File: src/rtl/hazard_scoreboard_pkg.sv
// rtl/hazard_scoreboard_pkg.sv - shared constants and types for the register hazard scoreboard
package hazard_scoreboard_pkg;

    // Default geometry
    localparam int NREG_DEF   = 32;
    localparam int AW_DEF     = 5;
    localparam int CW_DEF     = 3;
    localparam int NSTAGE_DEF = 6;
    localparam int SW_DEF     = 32;

    // Stage bit positions inside the stall vector
    localparam int STG_PC  = 0;
    localparam int STG_IF  = 1;
    localparam int STG_ID  = 2;
    localparam int STG_EX  = 3;
    localparam int STG_MEM = 4;
    localparam int STG_WB  = 5;

    // Stall encodings: id hazard freezes pc/if/id, ex busy additionally freezes ex
    localparam logic [5:0] STALL_NONE = 6'b000000;
    localparam logic [5:0] STALL_ID   = 6'((1 << STG_PC) | (1 << STG_IF) | (1 << STG_ID));
    localparam logic [5:0] STALL_EX   = 6'((1 << STG_PC) | (1 << STG_IF) | (1 << STG_ID) | (1 << STG_EX));

    // Latency classes of common producers
    localparam int LAT_ALU  = 0;
    localparam int LAT_LOAD = 1;
    localparam int LAT_LL   = 1;

    // Per-register counter operation chosen by the top each cycle
    typedef enum logic [1:0] {
        CELL_HOLD  = 2'd0,
        CELL_LOAD  = 2'd1,
        CELL_DRAIN = 2'd2
    } cell_op_e;

endpackage

File: src/rtl/hazard_scoreboard_if.sv
// rtl/hazard_scoreboard_if.sv - id/ex hazard interface between pipeline and scoreboard
interface hazard_scoreboard_if #(
    parameter int AW     = 5,
    parameter int CW     = 3,
    parameter int NSTAGE = 6,
    parameter int SW     = 32
);
    logic              issue_valid;
    logic              issue_we;
    logic [AW-1:0]     issue_waddr;
    logic [CW-1:0]     issue_lat;
    logic              rs_re;
    logic [AW-1:0]     rs_addr;
    logic              rt_re;
    logic [AW-1:0]     rt_addr;
    logic              ex_stall_req;
    logic              flush;
    logic [NSTAGE-1:0] stall;
    logic              id_hazard;
    logic [AW:0]       pend_cnt;
    logic [SW-1:0]     stall_cycles;

    // Pipeline side
    modport master (
        output issue_valid, issue_we, issue_waddr, issue_lat,
        output rs_re, rs_addr, rt_re, rt_addr, ex_stall_req, flush,
        input  stall, id_hazard, pend_cnt, stall_cycles
    );

    // Scoreboard side
    modport slave (
        input  issue_valid, issue_we, issue_waddr, issue_lat,
        input  rs_re, rs_addr, rt_re, rt_addr, ex_stall_req, flush,
        output stall, id_hazard, pend_cnt, stall_cycles
    );
endinterface

File: src/rtl/hazard_scoreboard_sb_lat_cell.sv
// rtl/hazard_scoreboard_sb_lat_cell.sv - one register's pending-latency counter
module sb_lat_cell
    import hazard_scoreboard_pkg::*;
#(
    parameter int CW = 3
) (
    input  logic          clk,
    input  logic          reset,
    input  cell_op_e      op,
    input  logic [CW-1:0] lat,
    output logic [CW-1:0] cnt_q,
    output logic [CW-1:0] cnt_d
);

    logic [CW-1:0] dec_v;

    // Next count: hold, drain toward zero, or take the larger of new latency and drained value
    always_comb begin
        dec_v = (cnt_q == '0) ? '0 : cnt_q - CW'(1);
        cnt_d = dec_v;
        case (op)
            CELL_HOLD:  cnt_d = cnt_q;
            CELL_LOAD:  cnt_d = (lat > dec_v) ? lat : dec_v;
            default:    cnt_d = dec_v;
        endcase
    end

    // Counter register
    always_ff @(posedge clk or posedge reset) begin
        if (reset) begin
            cnt_q <= '0;
        end else begin
            cnt_q <= cnt_d;
        end
    end

endmodule

File: src/rtl/hazard_scoreboard.sv
// rtl/hazard_scoreboard.sv - per-register latency scoreboard driving the pipeline stall vector
module hazard_scoreboard
    import hazard_scoreboard_pkg::*;
#(
    parameter int NREG   = NREG_DEF,
    parameter int AW     = AW_DEF,
    parameter int CW     = CW_DEF,
    parameter int NSTAGE = NSTAGE_DEF,
    parameter int SW     = SW_DEF
) (
    input  logic                   clk,
    input  logic                   reset,
    hazard_scoreboard_if.slave     bus
);

    logic [CW-1:0]     cnt_q [NREG];
    logic [CW-1:0]     cnt_d [NREG];
    logic              rs_hit;
    logic              rt_hit;
    logic              hazard;
    logic              accept;
    logic [NSTAGE-1:0] stall_v;
    logic [AW:0]       pend_cnt_d;
    logic [AW:0]       pend_cnt_q;
    logic [SW-1:0]     stall_cycles_d;
    logic [SW-1:0]     stall_cycles_q;

    // Register 0 never carries a pending result
    assign cnt_q[0] = '0;
    assign cnt_d[0] = '0;

    // Operand hazard: a read of a nonzero register whose result is still in flight
    always_comb begin
        rs_hit = bus.rs_re && (bus.rs_addr != '0) && (cnt_q[bus.rs_addr] != '0);
        rt_hit = bus.rt_re && (bus.rt_addr != '0) && (cnt_q[bus.rt_addr] != '0);
        hazard = rs_hit || rt_hit;
    end

    // Stall mux: ex busy dominates an id hazard
    always_comb begin
        stall_v = NSTAGE'(STALL_NONE);
        if (bus.ex_stall_req) begin
            stall_v = NSTAGE'(STALL_EX);
        end else if (hazard) begin
            stall_v = NSTAGE'(STALL_ID);
        end
    end

    // An issue only books its destination when id actually advances this cycle
    always_comb begin
        accept = bus.issue_valid && bus.issue_we && (bus.issue_waddr != '0)
                 && !hazard && !bus.ex_stall_req && !bus.flush;
    end

    for (genvar r = 1; r < NREG; r++) begin : g_cell
        cell_op_e op;

        // Back end frozen holds every counter; otherwise load the destination and drain the rest
        always_comb begin
            op = CELL_DRAIN;
            if (bus.ex_stall_req) begin
                op = CELL_HOLD;
            end else if (accept && (bus.issue_waddr == AW'(r))) begin
                op = CELL_LOAD;
            end
        end

        sb_lat_cell #(
            .CW (CW)
        ) u_cell (
            .clk   (clk),
            .reset (reset),
            .op    (op),
            .lat   (bus.issue_lat),
            .cnt_q (cnt_q[r]),
            .cnt_d (cnt_d[r])
        );
    end

    // Population count of registers still pending after this cycle's update
    always_comb begin
        pend_cnt_d = '0;
        for (int r = 1; r < NREG; r++) begin
            pend_cnt_d = pend_cnt_d + (AW+1)'(cnt_d[r] != '0);
        end
    end

    // Saturating stalled-cycle counter
    always_comb begin
        stall_cycles_d = stall_cycles_q;
        if ((stall_v != '0) && (stall_cycles_q != '1)) begin
            stall_cycles_d = stall_cycles_q + SW'(1);
        end
    end

    // Statistics registers
    always_ff @(posedge clk or posedge reset) begin
        if (reset) begin
            pend_cnt_q     <= '0;
            stall_cycles_q <= '0;
        end else begin
            pend_cnt_q     <= pend_cnt_d;
            stall_cycles_q <= stall_cycles_d;
        end
    end

    assign bus.stall        = stall_v;
    assign bus.id_hazard    = hazard;
    assign bus.pend_cnt     = pend_cnt_q;
    assign bus.stall_cycles = stall_cycles_q;

endmodule

File: src/flat_wrapper.sv
// flat-port wrapper written by rule: the top's interface ports become plain ports
module hazard_scoreboard_flat import hazard_scoreboard_pkg::*;
#(
    parameter int NREG   = NREG_DEF,
    parameter int AW     = AW_DEF,
    parameter int CW     = CW_DEF,
    parameter int NSTAGE = NSTAGE_DEF,
    parameter int SW     = SW_DEF
)
  (clk, reset, bus_issue_valid, bus_issue_we, bus_issue_waddr, bus_issue_lat, bus_rs_re, bus_rs_addr, bus_rt_re, bus_rt_addr, bus_ex_stall_req, bus_flush, bus_stall, bus_id_hazard, bus_pend_cnt, bus_stall_cycles);
  hazard_scoreboard_if #(.AW(AW), .CW(CW), .NSTAGE(NSTAGE), .SW(SW)) bus_i ();
  input  logic clk;
  input  logic reset;
  input wire logic [$bits(bus_i.issue_valid)-1:0] bus_issue_valid;
  input wire logic [$bits(bus_i.issue_we)-1:0] bus_issue_we;
  input wire logic [$bits(bus_i.issue_waddr)-1:0] bus_issue_waddr;
  input wire logic [$bits(bus_i.issue_lat)-1:0] bus_issue_lat;
  input wire logic [$bits(bus_i.rs_re)-1:0] bus_rs_re;
  input wire logic [$bits(bus_i.rs_addr)-1:0] bus_rs_addr;
  input wire logic [$bits(bus_i.rt_re)-1:0] bus_rt_re;
  input wire logic [$bits(bus_i.rt_addr)-1:0] bus_rt_addr;
  input wire logic [$bits(bus_i.ex_stall_req)-1:0] bus_ex_stall_req;
  input wire logic [$bits(bus_i.flush)-1:0] bus_flush;
  output wire logic [$bits(bus_i.stall)-1:0] bus_stall;
  output wire logic [$bits(bus_i.id_hazard)-1:0] bus_id_hazard;
  output wire logic [$bits(bus_i.pend_cnt)-1:0] bus_pend_cnt;
  output wire logic [$bits(bus_i.stall_cycles)-1:0] bus_stall_cycles;
  assign bus_i.issue_valid = bus_issue_valid;
  assign bus_i.issue_we = bus_issue_we;
  assign bus_i.issue_waddr = bus_issue_waddr;
  assign bus_i.issue_lat = bus_issue_lat;
  assign bus_i.rs_re = bus_rs_re;
  assign bus_i.rs_addr = bus_rs_addr;
  assign bus_i.rt_re = bus_rt_re;
  assign bus_i.rt_addr = bus_rt_addr;
  assign bus_i.ex_stall_req = bus_ex_stall_req;
  assign bus_i.flush = bus_flush;
  assign bus_stall = bus_i.stall;
  assign bus_id_hazard = bus_i.id_hazard;
  assign bus_pend_cnt = bus_i.pend_cnt;
  assign bus_stall_cycles = bus_i.stall_cycles;
  hazard_scoreboard #(.NREG(NREG), .AW(AW), .CW(CW), .NSTAGE(NSTAGE), .SW(SW)) u_core (.clk(clk), .reset(reset), .bus(bus_i));
endmodule
File: config.mk
export PLATFORM = sky130hd
export DESIGN_NAME = hazard_scoreboard_flat
export DESIGN_NICKNAME = d
export VERILOG_FILES = /design/src/rtl/hazard_scoreboard_pkg.sv /design/src/rtl/hazard_scoreboard_if.sv /design/src/rtl/hazard_scoreboard_sb_lat_cell.sv /design/src/rtl/hazard_scoreboard.sv /design/src/flat_wrapper.sv
export SDC_FILE = /design/constraint.sdc
export NUM_CORES = 1
export LEC_CHECK = 0
export CORE_MARGIN = 8
export CORE_UTILIZATION = 66
export CTS_CLUSTER_DIAMETER = 30
export CTS_CLUSTER_SIZE = 16
export DETAILED_ROUTE_END_ITERATION = 16
export GPL_TIMING_DRIVEN = 0
export PLACE_DENSITY = 0.87
export SLEW_MARGIN = 20
export SYNTH_ARGS = -nofsm -noshare
export SYNTH_HDL_FRONTEND = slang
export SYNTH_SLANG_ARGS = --single-unit
File: constraint.sdc
create_clock -name clk -period 20.3 [get_ports clk]
set_input_delay 4.06 -clock clk [delete_from_list [all_inputs] [get_ports clk]]
set_output_delay 4.06 -clock clk [all_outputs]
set_load 0.005 [all_outputs]
# Yosys cells after proc, flatten, opt, wreduce, memory -nomap -nowiden
# Cells that the tools add are included.
# op_classes
add_sub_neg,62
order_cmp,33
n_eq_ne,63
mux,163
n_bitwise,2
reduce_logical,144
# op_table
op,count
$mux W3,67
$pmux W3 S2,31
$add A6 B1 Y6,29
$mux W2,62
$reduce_bool A3 Y1,33
$gt A3 B3 Y1,31
$logic_not A3 Y1,31
$sub A3 B1 Y3 const B,31
$eq A5 B5 Y1 const B,16
$eq A2 B1 Y1 const B,31
$logic_not A2 Y1,31
$logic_and A1 B1 Y1,41
$eq A5 B4 Y1 const B,8
$add A32 B1 Y32 const B,1
$ne A32 B32 Y1 const B,1
$bmux W3 S5,2
$eq A5 B3 Y1 const B,4
$reduce_bool A5 Y1,3
$ge A6 B6 Y1 const B,2
$not A5 Y6,2
$eq A5 B2 Y1 const B,2
$mux W6,1
$reduce_bool A6 Y1,1
$eq A5 B1 Y1 const B,1
3 further kinds,5
# word_totals
reg_bits,131
output_inout_bits,45
wordCells,500

# Longest topological paths before layout
# logic_depth
word_depth,47
depth_mapped,30
mapped_depth_nobuf,26

# By module
# A second synthesis with hierarchy kept.
# unflattened
cells_unflattened,1793
hier_area_um2,14148.6
# modules_own_cells
module,instances,cells_per_inst,area_per_inst_um2,seq_area_each_um2
sb_lat_cell,31,42,316.6,75.1
hazard_scoreboard,1,491,4335.4,950.9

# Worst setup path before layout
# Ideal clock, no wire load.
# synth_timing
kind,in2reg
start,in bus_issue_lat[0]
end,"reg u_core.pend_cnt_q[4], in the netlist u_core.bus.pend_cnt[4]"
setup_time_ns,0.080
t_arrival_ns,11.202
slack_ns,9.018
stages,23
path_cell_list,inv_1 clkbuf_1 ha_1 nand3_1 o2111ai_1 nor4_1 nor2_1 a221o_1 or3_1 ha_1 inv_1 fa_1 fa_1 fa_1 fa_1 fa_1 fa_1 inv_1 ha_1 fa_1 a21o_1 a21oi_1 xnor2_1
# synth_rtl
element,line,source
"start, declared",flat_wrapper.sv:17,input wire logic [$bits(bus_i.issue_lat)-1:0] bus_issue_lat;
"end signal, assigned",hazard_scoreboard.sv:102,pend_cnt_q <= pend_cnt_d;
"end, declared",hazard_scoreboard.sv:24,logic [AW:0] pend_cnt_q;

==> metrics.yaml <==
power:
  switchingPower_uw: 1020
  pwr-share-comb: 0.659
  power.internal_uw: 1170
  peakVddDrop_uv: 368
  leakage_uw: 0.00563
  total_power_uw: 2180
  powerDensity_mw_per_mm2: 168
  power_frac_clock: 0.144
  seqPwrFrac: 0.197
  p_sw_frac: 0.466
cells_and_area:
  layout_common_cells: "131 x dfrtp_1, 125 x nor2_1, 103 x ha_1"
  diodes: 0
  mostFrequentLayoutCell: "dfrtp_1"
  area_growth_pct: 14.4
  layout.cells.non_filler: 1633
  nets: 1547
  num-fill-cells: 1274
  layout-drive-gt1-share: 0.0625
  seq_area_mm2: 0.00328
  multiInputGateArea_mm2: 0.00754
critical_path:
  r2r_cells: 22
  startpoint_type: "primary input"
  critPathSlowestCell: "nor4b_1"
  r2r_end: "u_core.bus.pend_cnt[4]$_DFF_PP0_"
  rr_startpoint: "u_core.g_cell[9].u_cell.cnt_q[1]$_DFF_PP0_"
  critPathMaxStageDelay_ps: 870
  cp_num_buf_inv: 4
  ff2ff_setup_slack_ps: 11340
  path_delay_family: "adder cells"
  cp.required_ps: 20660
  crit_type: "in -> reg"
  end_kind: "flip-flop"
  path_cells: "clkdlybuf4s50_1 > clkbuf_1 > a31oi_1 > mux4_2 > nor3b_1 > or4_1 > clkbuf_1 > nand3_1 > nor2_1 > o221ai_1 > nor4b_1 > fa_1 > fa_1 > fa_1 > fa_1 > fa_1 > fa_1 > inv_1 > ha_1 > fa_1 > a21o_1 > a21oi_1 > xnor2_1"
  crit_top_cell: "fa_1"
  crit_path_max_fanout: 10
  worstPathArrival_ps: 13220
clock_tree:
  cts-htree-levels: 4
  ctsResizeCount: 0
  clkSinkCount: 131
  cts_made_buffers: 17
  cts_buffer_depth: 2
  tritoncts: "done"
  insertion_delay_ps: 440
  clkTransAtPathRegs_ps: 70
  clockRootBuffer: "clkbuf_16"
  post-cts-setup-buffers: 0
  cts_hold_buf: 0
drt:
  dr_total_vias: 11600
  dr.first_iter.drc_count: 1655
  detail-route-antenna-nets: 0
  drc: 0
  wl_met2_um: 17000
  wl_per_cell_um: 24.1
  wl_met1_um: 14300
  viasPerCell: 7.12
  drtPass1Iterations: 8
  top_layer: "met4"
  met3WireLength_um: 5370
  drt_wl_total_um: 39400
floorplanning:
  start_util: 0.664
  core_area_mm2: 0.0171
  die_w_um: 147
  die_area_mm2: 0.0216
  rows: 48
  top_level_ports: 71
  die_y_um: 147
synth:
  synth_edf_count: 0
  netlist_instances: 1305
  synth_warnings: 0
  syn_area_mm2: 0.0113
  syn_area_per_cell_um2: 8.68
  synth-seq-cells: 131
  synthArstFlopShare: 1.00
  synthFlopType: "dfrtp_1"
  ys_seq_area_frac: 0.289
  yosysUniqueCellTypes: 75
placement:
  dp_slack_ps: 7050
  dp.cells: 1601
  globalplace.congestion: 1.03
  numPortBuffers: 67
  hpwl_um: 28300
grt:
  grt-ovfl-total: 0
  grt_pass1_wl_um: 61300
  grt_pass1_vias: 11300
  grt_max_degree: 68
  antenna_found_initial: 1
  grt_usage: 0.363
sta:
  final_max_slew_viol_count: 0
  rsz0062_at_grt: "false"
  finalHoldViolCount: 0
  setup_ws_ps: 7450
  finalCriticalPeriod_ps: 12850
  fin_crit_sh: 0.633
  relSlewSlack: 0.298
  fmax_mhz: 77.8
  tns_ps: 0
  setup_viol_count_final: 0
  worstMarginPinSlew_ps: 1050
  fin_skew_ps: 11.8
hold_path:
  hold_path_depth: 1
  min_to: "u_core.bus.stall_cycles[27]$_DFFE_PP0P_"
  worstHoldStart: "u_core.bus.stall_cycles[27]$_DFFE_PP0P_"
  hp-class: "reg -> reg"
run_status:
  status: "complete, no violations"
job:
  max_cap_viol_count: 0
-- cell usage after synthesis, drive strengths merged, types with 16 or more instances --
cell type | instances | share of area
dfrtp | 131 | 0.29
o211ai | 21 | 0.014
o21ai | 57 | 0.025
buf | 25 | 0.012
inv | 61 | 0.020
o21a | 16 | 0.011
nand2 | 65 | 0.022
a21oi | 69 | 0.031
nor4 | 30 | 0.024
mux2i | 20 | 0.018
fa | 23 | 0.041
nor2 | 126 | 0.042
nand2b | 19 | 0.010
xnor2 | 24 | 0.019
clkbuf | 40 | 0.013
nor3b | 32 | 0.021
and2 | 23 | 0.013
a221o | 20 | 0.018
ha | 103 | 0.11
nor2b | 27 | 0.015
and3 | 20 | 0.011
nand3 | 60 | 0.027
nor3 | 74 | 0.033
a21o | 20 | 0.013
nand4 | 24 | 0.013
a31oi | 20 | 0.011
-- power groups by stage --
stage          Sequential, uW  Clock (uW)  Combinational [uW]
4_1_cts                   425         313                1440
6_report                  431         314                1440
3_3_place_gp              427           0                1320
5_1_grt                   439         324                1630
2_1_floorplan             408           0                1060
3_5_place_dp              430           0                1430
-- cell families (layout without fill, tap and decap cells) --
logic type | count (synthesis) | count (layout) | synth area share
AND/OR/NAND/NOR | 546 | 546 | 0.262
AO/OA/AOI/OAI | 312 | 312 | 0.190
flip-flops | 131 | 131 | 0.289
adder cells (fa/ha/maj) | 126 | 126 | 0.154
buffers and inverters | 126 | 228 | 0.0460
XOR/XNOR | 34 | 34 | 0.0263
multiplexers | 29 | 29 | 0.0316
other | 1 | 2 | 0.000331
-- layout make-up --
type                            instances  share of cell area
Inverter                               61              0.0182
Clock buffer                           17              0.0328
Clock inverter                         15              0.0124
Tap cell                              225              0.0217
Timing Repair Buffer                   70              0.0573
Buffer                                 65              0.0228
Sequential cell                       131               0.253
Multi-Input combinational cell       1049               0.582
-- state kept, by name, summed over array words and instances, names as in the netlist --
register and flops:
u_core.g_cell.u_cell.cnt_q 93, u_core.bus.pend_cnt 6, u_core.bus.stall_cycles 32
-- routing by layer --
metal,up-vias,global-route usage
met5,-,0
met4,0,0.250
met3,233,0.108
met2,895,0.546
met1,5415,0.442
li1,5080,-
-- worst max path at each step --
stage	cells past startpoint	endpoint	from
final	23	u_core.bus.pend_cnt[4]$_DFF_PP0_	bus_rs_addr[1]
after global routing	24	u_core.bus.pend_cnt[4]$_DFF_PP0_	bus_rt_addr[2]
after CTS	24	u_core.bus.pend_cnt[4]$_DFF_PP0_	bus_rs_addr[1]
after detailed placement	24	u_core.bus.pend_cnt[4]$_DFF_PP0_	bus_rs_addr[1]
after global placement	24	u_core.bus.pend_cnt[4]$_DFF_PP0_	bus_issue_lat[0]
after floorplan	23	u_core.bus.pend_cnt[4]$_DFF_PP0_	bus_issue_lat[0]
-- per-stage QoR --
| step | hold WS, ps | util | cell area, um2 |
|---|---|---|---|
| floorplan | 477 | - | 11300 |
| global placement | 475 | 0.720 | 12300 |
| detailed placement | 483 | 0.725 | 12400 |
| CTS | 492 | 0.759 | 13000 |
| global route | 524 | 0.760 | 13000 |
| finish | 496 | 0.760 | 13000 |
Power figures use the tool's default switching activity.
